===== src/rtl/bcd_result_conv_if.sv =====
// Handshake/result bundle between the divider-side producer and bcd_result_conv.
// master drives operands and start; slave (the converter) returns status and BCD results.
interface bcd_result_conv_if #(
  parameter int WIDTH  = 16,
  parameter int DIGITS = 5
);
  logic                  start;
  logic [WIDTH-1:0]      q_in;
  logic [WIDTH-1:0]      r_in;
  logic                  busy;
  logic                  done;
  logic [4*DIGITS-1:0]   bcd_q;
  logic [4*DIGITS-1:0]   bcd_r;
  logic [DIGITS-1:0]     lz_q;
  logic [DIGITS-1:0]     lz_r;

  modport master (
    output start, q_in, r_in,
    input  busy, done, bcd_q, bcd_r, lz_q, lz_r
  );

  modport slave (
    input  start, q_in, r_in,
    output busy, done, bcd_q, bcd_r, lz_q, lz_r
  );
endinterface


===== src/rtl/bcd_result_conv.sv =====
// Converts a captured quotient/remainder pair to packed BCD with one shared
// sequential double-dabble engine (quotient first) and builds leading-zero masks.
module bcd_result_conv #(
  parameter int WIDTH  = 16,
  parameter int DIGITS = 5
) (
  input  logic              clk,
  input  logic              rst,
  bcd_result_conv_if.slave  bus
);
  localparam int BW = 4 * DIGITS;
  localparam int SW = BW + WIDTH;
  localparam int CW = $clog2(WIDTH + 1);

  typedef enum logic [1:0] {IDLE, CONV_Q, CONV_R} state_t;

  state_t          state_q;
  logic [SW-1:0]   shift_q;
  logic [CW-1:0]   cnt_q;
  logic [WIDTH-1:0] r_hold_q;
  logic [BW-1:0]   shadow_q;
  logic            busy_q;
  logic            done_q;
  logic [BW-1:0]   qbcd_q;
  logic [BW-1:0]   rbcd_q;
  logic [DIGITS-1:0] qlz_q;
  logic [DIGITS-1:0] rlz_q;

  logic [SW-1:0]   adj_d;
  logic [SW-1:0]   shift_d;
  logic [BW-1:0]   bcd_d;
  logic [DIGITS-1:0] lz_shadow_d;
  logic [DIGITS-1:0] lz_bcd_d;
  logic            last_d;

  // Add-3 correction on every digit field, then the whole register shifts left.
  assign adj_d[WIDTH-1:0] = shift_q[WIDTH-1:0];
  generate
    for (genvar gi = 0; gi < DIGITS; gi++) begin : g_dig
      logic [3:0] dig;
      assign dig = shift_q[WIDTH+4*gi +: 4];
      assign adj_d[WIDTH+4*gi +: 4] = (dig >= 4'd5) ? dig + 4'd3 : dig;
    end
  endgenerate

  assign shift_d = adj_d << 1;
  assign bcd_d   = shift_d[SW-1:WIDTH];
  assign last_d  = (cnt_q == CW'(1));

  // Units digit is never blanked; higher bit i set when digits i..top are all zero.
  generate
    for (genvar gi = 0; gi < DIGITS; gi++) begin : g_lz
      if (gi == 0) begin : g_unit
        assign lz_shadow_d[gi] = 1'b0;
        assign lz_bcd_d[gi]    = 1'b0;
      end else begin : g_high
        assign lz_shadow_d[gi] = (shadow_q[BW-1:4*gi] == '0);
        assign lz_bcd_d[gi]    = (bcd_d[BW-1:4*gi] == '0);
      end
    end
  endgenerate

  always_ff @(posedge clk or negedge rst) begin
    if (!rst) begin
      state_q  <= IDLE;
      shift_q  <= '0;
      cnt_q    <= '0;
      r_hold_q <= '0;
      shadow_q <= '0;
      busy_q   <= 1'b0;
      done_q   <= 1'b0;
      qbcd_q   <= '0;
      rbcd_q   <= '0;
      qlz_q    <= '0;
      rlz_q    <= '0;
    end else begin
      done_q <= 1'b0;
      case (state_q)
        IDLE: begin
          if (bus.start) begin
            r_hold_q <= bus.r_in;
            shift_q  <= {{BW{1'b0}}, bus.q_in};
            cnt_q    <= CW'(WIDTH);
            busy_q   <= 1'b1;
            state_q  <= CONV_Q;
          end
        end
        CONV_Q: begin
          if (last_d) begin
            shadow_q <= bcd_d;
            shift_q  <= {{BW{1'b0}}, r_hold_q};
            cnt_q    <= CW'(WIDTH);
            state_q  <= CONV_R;
          end else begin
            shift_q <= shift_d;
            cnt_q   <= cnt_q - CW'(1);
          end
        end
        CONV_R: begin
          if (last_d) begin
            // All four outputs change together so no partial result is ever visible.
            qbcd_q  <= shadow_q;
            rbcd_q  <= bcd_d;
            qlz_q   <= lz_shadow_d;
            rlz_q   <= lz_bcd_d;
            done_q  <= 1'b1;
            busy_q  <= 1'b0;
            cnt_q   <= '0;
            shift_q <= '0;
            state_q <= IDLE;
          end else begin
            shift_q <= shift_d;
            cnt_q   <= cnt_q - CW'(1);
          end
        end
        default: state_q <= IDLE;
      endcase
    end
  end

  assign bus.busy  = busy_q;
  assign bus.done  = done_q;
  assign bus.bcd_q = qbcd_q;
  assign bus.bcd_r = rbcd_q;
  assign bus.lz_q  = qlz_q;
  assign bus.lz_r  = rlz_q;
endmodule

===== src/flat_wrapper.sv =====
// flat-port wrapper written by rule: the top's interface ports become plain ports
module bcd_result_conv_flat 
#(
  parameter int WIDTH  = 16,
  parameter int DIGITS = 5
)
  (clk, rst, bus_start, bus_q_in, bus_r_in, bus_busy, bus_done, bus_bcd_q, bus_bcd_r, bus_lz_q, bus_lz_r);
  bcd_result_conv_if #(.WIDTH(WIDTH), .DIGITS(DIGITS)) bus_i ();
  input  logic clk;
  input  logic rst;
  input wire logic [$bits(bus_i.start)-1:0] bus_start;
  input wire logic [$bits(bus_i.q_in)-1:0] bus_q_in;
  input wire logic [$bits(bus_i.r_in)-1:0] bus_r_in;
  output wire logic [$bits(bus_i.busy)-1:0] bus_busy;
  output wire logic [$bits(bus_i.done)-1:0] bus_done;
  output wire logic [$bits(bus_i.bcd_q)-1:0] bus_bcd_q;
  output wire logic [$bits(bus_i.bcd_r)-1:0] bus_bcd_r;
  output wire logic [$bits(bus_i.lz_q)-1:0] bus_lz_q;
  output wire logic [$bits(bus_i.lz_r)-1:0] bus_lz_r;
  assign bus_i.start = bus_start;
  assign bus_i.q_in = bus_q_in;
  assign bus_i.r_in = bus_r_in;
  assign bus_busy = bus_i.busy;
  assign bus_done = bus_i.done;
  assign bus_bcd_q = bus_i.bcd_q;
  assign bus_bcd_r = bus_i.bcd_r;
  assign bus_lz_q = bus_i.lz_q;
  assign bus_lz_r = bus_i.lz_r;
  bcd_result_conv #(.WIDTH(WIDTH), .DIGITS(DIGITS)) u_core (.clk(clk), .rst(rst), .bus(bus_i));
endmodule

===== config.mk =====
export PLATFORM = sky130hd
export DESIGN_NAME = bcd_result_conv_flat
export DESIGN_NICKNAME = d
export VERILOG_FILES = /design/src/rtl/bcd_result_conv_if.sv /design/src/rtl/bcd_result_conv.sv /design/src/flat_wrapper.sv
export SDC_FILE = /design/constraint.sdc
export NUM_CORES = 1
export LEC_CHECK = 0
export ABC_AREA = 0
export CAP_MARGIN = 15
export CORE_MARGIN = 3
export CORE_UTILIZATION = 45
export CTS_CLUSTER_SIZE = 40
export DETAILED_ROUTE_END_ITERATION = 12
export DONT_BUFFER_PORTS = 1
export PLACE_DENSITY = 0.69
export SLEW_MARGIN = 20
export SYNTH_ARGS = -nofsm -noshare
export SYNTH_HDL_FRONTEND = slang
export SYNTH_SLANG_ARGS = --single-unit

===== constraint.sdc =====
create_clock -name clk -period 3.5 [get_ports clk]
set_input_delay 1.05 -clock clk [delete_from_list [all_inputs] [get_ports clk]]
set_output_delay 1.05 -clock clk [all_outputs]
set_load 0.03 [all_outputs]

* Word-level counts from Yosys, hierarchy flattened
Index checks and enable logic that the tools add are counted. Widths: inputs -> output; s select.
Operators by class: order comparisons 5, multiplexer cells 22, add/subtract/negate cells 6, equal/unequal tests 6, reduce and logical (&&, ||, !) cells 17
Operators by type and width (count):
- $mux 36 | 3
- $pmux 36 s3 | 1
- $logic_not 16->1 | 2
- $logic_not 12->1 | 2
- $ge 4x3->1 const B | 5
- $add 4x2->4 const B | 4
- $logic_not 8->1 | 2
- $mux 4 | 4
- $mux 5 | 3
- $pmux 5 s3 | 1
- $logic_not 4->1 | 2
- $reduce_and 2->1 | 4
- $mux 2 | 3
- $pmux 2 s3 | 1
- $reduce_and 3->1 | 2
- $eq 5x1->1 const B | 1
- $sub 5x1->5 const B | 1
- $mux 1 | 4
- $ne 2x1->1 const B | 2
- $add 3x2->3 const B | 1
- $mux 3 | 1
- $reduce_bool 3->1 | 1
- $eq 2x1->1 const B | 1
- $eq 2x2->1 const B | 1
- other kinds (4) | 4
Storage, ports and cells: register bits after elaboration 129, logic and storage cells 67, bits of input ports 35

* Longest topological paths before layout
depth after elaboration 4, mapped depth 10, mapped depth without buffers 8

* Worst setup path before layout
No wires, ideal clock.
path kind input -> register, from in bus_start, to reg u_core.shift_q[19], cell stages on the path 6, path slack 1.392 ns, arrival time 1.987 ns, data required time 3.378 ns, path through nand2b_1 nand2b_1 clkbuf_1 nor2_2 buf_4 a32o_1
On the way: longest elaborated chain between the ends 2
RTL lines:
- start: declaration | line flat_wrapper.sv:11 | input wire logic [$bits(bus_i.start)-1:0] bus_start;
- $ne 2x2->1 (no line)
- $reduce_and 2->1 (no line)
- end signal: assignment | line bcd_result_conv.sv:82 | shift_q <= {{BW{1'b0}}, bus.q_in};
- end signal: assignment | line bcd_result_conv.sv:91 | shift_q <= {{BW{1'b0}}, r_hold_q};
- end signal: assignment | line bcd_result_conv.sv:95 | shift_q <= shift_d;
- end: declaration | line bcd_result_conv.sv:18 | logic [SW-1:0] shift_q;
Every way passes these cells. A chain may end at the register's enable or synchronous reset.

* Final worst setup path
from reg u_core.state_q[0], to reg u_core.cnt_q[0]
On the way: longest elaborated chain between the ends 3, elaborated cells on any way between the ends 7
RTL lines:
- start: declaration | line bcd_result_conv.sv:17 | state_t state_q;
- start signal: assignment | line bcd_result_conv.sv:65 | state_q <= IDLE;
- start signal: assignment | line bcd_result_conv.sv:85 | state_q <= CONV_Q;
- start signal: assignment | line bcd_result_conv.sv:93 | state_q <= CONV_R;
- $eq 2x1->1 (tied with other cells) | line bcd_result_conv.sv:78 | case (state_q)
- $reduce_bool 3->1 (no line) or $ne 2x2->1 (tied branches)
- $reduce_and 2->1 (no line)
- end signal: assignment | line bcd_result_conv.sv:83 | cnt_q <= CW'(WIDTH);
- end signal: assignment | line bcd_result_conv.sv:92 | cnt_q <= CW'(WIDTH);
- end signal: assignment | line bcd_result_conv.sv:96 | cnt_q <= cnt_q - CW'(1);
- end: declaration | line bcd_result_conv.sv:19 | logic [CW-1:0] cnt_q;
Several ways; a longest one is shown, not always the timed one.

==> summary.md <==
| Metric | Value |
|---|---|
| Comb power frac | 0.247 |
| Register area share after synthesis | 0.561 |
| Vias in the first global route | 4142 |
| DR vias | 4108 |
| CTS H-Tree Depth | 4 |
| Synth cell types | 44 |
| Fin area | 6490 um^2 |
| Worst EP arrival | 3120 ps |
| Critical path fanouts, max | 15 |
| Antenna violations before repair | 0 |
| Area of the core | 12300 um^2 |
| Slew @ Worst Pin | 1040 ps |
| CTS resizes | 0 |
| Setup TNS | 0 ps |
| Multi-input logic area | 2340 um^2 |
| Reg clk slew, reported paths | 60 ps |
| I/O pins | 87 |
| CTS tree | yes |
| Final Setup Violations | 0 |
| Synth Cell Area | 5760 um^2 |
| Primary flip-flop cell chosen by synthesis mapping | dfrtp_1 |
| FF+latch area | 3230 um^2 |
| Post-DP HPWL | 8.30 mm |
| Total Wirelength | 12.4 mm |
| Max-slew violations | 0 |
| Fillcell total | 1110 |
| Clock latency on the worst-skew pair | 410 ps |
| Core Rows | 40 |
| Root Buffer | clkbuf_16 |
| Post-layout min period | 2810 ps |
| Synthesized area per cell | 10.4 um^2 |
| GRT overflow | 0 |
| CP Cell Sequence | inv_1 > ha_1 > nor2_1 > nor2_1 > nand3_1 > o21ai_0 |
| GP Congestion | 0.785 |
| Switching Fraction | 0.333 |
| Nets | 603 |
| Pwr dens | 784 nW/um^2 |
| Synth warn | 0 |
| Critical Path Max Stage Delay | 790 ps |
| Clock Sinks | 129 |
| Final antenna-violating net count | 0 |
| Clock buffer depth | 2 |
| Unrepaired setup endpoints after global routing | no |
| DRC Markers | 0 |
| Critical Path Sink Type | register |
| Bufs and invs on worst path | 1 |
| Drt first pass iters | 6 |
| Avg WL per Cell | 17.0 um |
| Flops & latches, synth | 129 |
| Port Buffers | 0 |
| Gate count of the mapped netlist | 555 |
| Area growth from synthesis to layout | 12.7% |
| First-pass GRT wire length | 20.5 mm |
| Run status | complete, no violations |
| Psw | 1690 uW |
| Cell internal pwr | 3390 uW |
| Share of layout cells above drive strength 1 | 0.124 |
| Max-cap violations | 0 |
| Die Wd | 119 um |
| Pin count of the biggest net entering global routing | 130 |
| EDFF count, synth | 0 |
| Post-DP Area | 5880 um^2 |
| Worst Hold Class | primary input to async pin |
| Sequential share of power | 0.403 |
| DR iter-0 viols | 263 |
| Class of the most critical setup path | register to register |
| F_max | 0.356 GHz |
| Num CTS Buffers | 17 |
| Final Hold Viols | 0 |
| Post-CTS Hold Fix Bufs | 0 |
| CP dominant cell by count | nor2_1 |
| N_diodes | 0 |
| Gr usage total | 0.182 |
| WP data required | 3810 ps |
| Die ar. | 14200 um^2 |
| Worst setup SP type | register |
| Asr flop ratio synth | 1.00 |
| Hold_ws | 326 ps |
| CP max-delay cell | nor2_1 |
| Clock network power share | 0.350 |
| Clock skew | 6.40 ps |
| Relative slew slack | 0.304 |
| Die height | 119 um |
| Crit-path leading delay family | simple AND/OR/NAND/NOR gates |
| Max rail drop VDD | 643 uV |
| Routed vias/inst | 5.61 |
| Leakage | 0.00306 uW |
| Post-CTS setup repair buffer count | 0 |
| Initial Utilization | 0.469 |
| Tcrit/Tclk final | 0.802 |
## worst register-to-register path, stage by stage, from the launching register on
cell     delay (ps)
dfrtp_1         410
inv_1           120
ha_1            260
nor2_1          110
nor2_1          800
nand3_1         620
o21ai_0         390
## final cells by class
| cell class | count | area share |
|---|---|---|
| clock buffers | 19 | 0.0698 |
| clock inverters | 13 | 0.0235 |
| inverters | 16 | 0.00926 |
| multi-input cells | 381 | 0.360 |
| flip-flops and latches | 129 | 0.498 |
| well taps | 168 | 0.0324 |
| repair buffers | 6 | 0.00694 |
## cells in the mapped netlist, types with 7 or more instances
cell | n | share of area
a21oi_1 | 18 | 0.016
a221oi_1 | 14 | 0.021
a22o_1 | 7 | 0.011
clkbuf_1 | 21 | 0.014
dfrtp_1 | 129 | 0.56
ha_1 | 17 | 0.037
inv_1 | 14 | 0.0091
mux2_2 | 27 | 0.053
mux2i_1 | 9 | 0.016
nand2_1 | 140 | 0.091
nor2_1 | 20 | 0.013
nor3b_1 | 9 | 0.012
o21ai_0 | 42 | 0.037
o22ai_1 | 9 | 0.0098
o31ai_1 | 20 | 0.026
## placed cells by master, fill, tap and decap left out, drive strengths merged, types with 2 or more instances in the layout
cell type,count
a21oi,18
a221oi,14
a22o,7
a32o,4
and2,2
buf,6
bufinv,2
clkbuf,19
clkinv,6
clkinvlp,3
conb,2
dfrtp,129
ha,17
inv,18
mux2,27
mux2i,9
nand2,141
nand2b,6
nand3,3
nor2,21
nor2b,3
nor3,3
nor3b,9
nor4,4
o21ai,42
o22ai,9
o31ai,20
xnor2,6
## path summary, 6_finish.rpt
path	endpoint	slack (ps)	cells past startpoint	from
min in group clk	u_core.bus.bcd_q[1]	480	2	u_core.shadow_q[1]
max reg2reg	u_core.cnt_q[0]	690	6	u_core.state_q[0]
max in group asynchronous	u_core.bus.bcd_r[0]	3030	0	rst
max	u_core.cnt_q[0]	690	6	u_core.state_q[0]
min reg2reg	u_core.bus.bcd_q[1]	480	2	u_core.shadow_q[1]
min	u_core.shadow_q[17]	330	0	rst
## kinds of logic after synthesis
logic type,Yosys count,share of synthesized area
simple gates,201,0.156
flops,129,0.561
compound gates,119,0.134
buf+inv,46,0.0337
mux,36,0.0685
fa+ha+maj,17,0.0369
xor+xnor,6,0.00913
other cells,1,0.000651
## power groups by stage
| stage | sequential [uW] | combinational [uW] | clock, uW |
|---|---|---|---|
| after floorplan | 2010 | 1040 | 0 |
| after global placement | 2060 | 1190 | 0 |
| after detailed placement | 2070 | 1260 | 0 |
| after CTS | 2050 | 1270 | 1800 |
| after global routing | 2080 | 1420 | 1880 |
| final | 2050 | 1260 | 1780 |
## flip-flops by register name (all words and copies together) (netlist names)
register and flops:
u_core.bus.lz_r 4, u_core.shadow_q 20, u_core.state_q 2, u_core.shift_q 36
u_core.r_hold_q 16, u_core.bus.busy 1, u_core.bus.bcd_q 20, u_core.cnt_q 5
u_core.bus.bcd_r 20, u_core.bus.lz_q 4, u_core.bus.done 1
## through the flow
step,setup WS (ps),utilization,power [uW],cells
detailed placement,771,0.480,3330,700
global placement,962,0.480,3250,700
CTS,720,0.529,5120,732
global route,481,0.529,5390,732
finish,693,0.529,5080,732
floorplan,1390,-,3040,556
## metal layers
layer,GRT usage,part of all wire,wire length (um)
met5,0,0,0
met3,0.0755,0.081,1000
met1,0.237,0.45,5560
met2,0.275,0.46,5700
met4,0.0644,0.012,153
No activity file was read; power rests on OpenSTA's default activity.
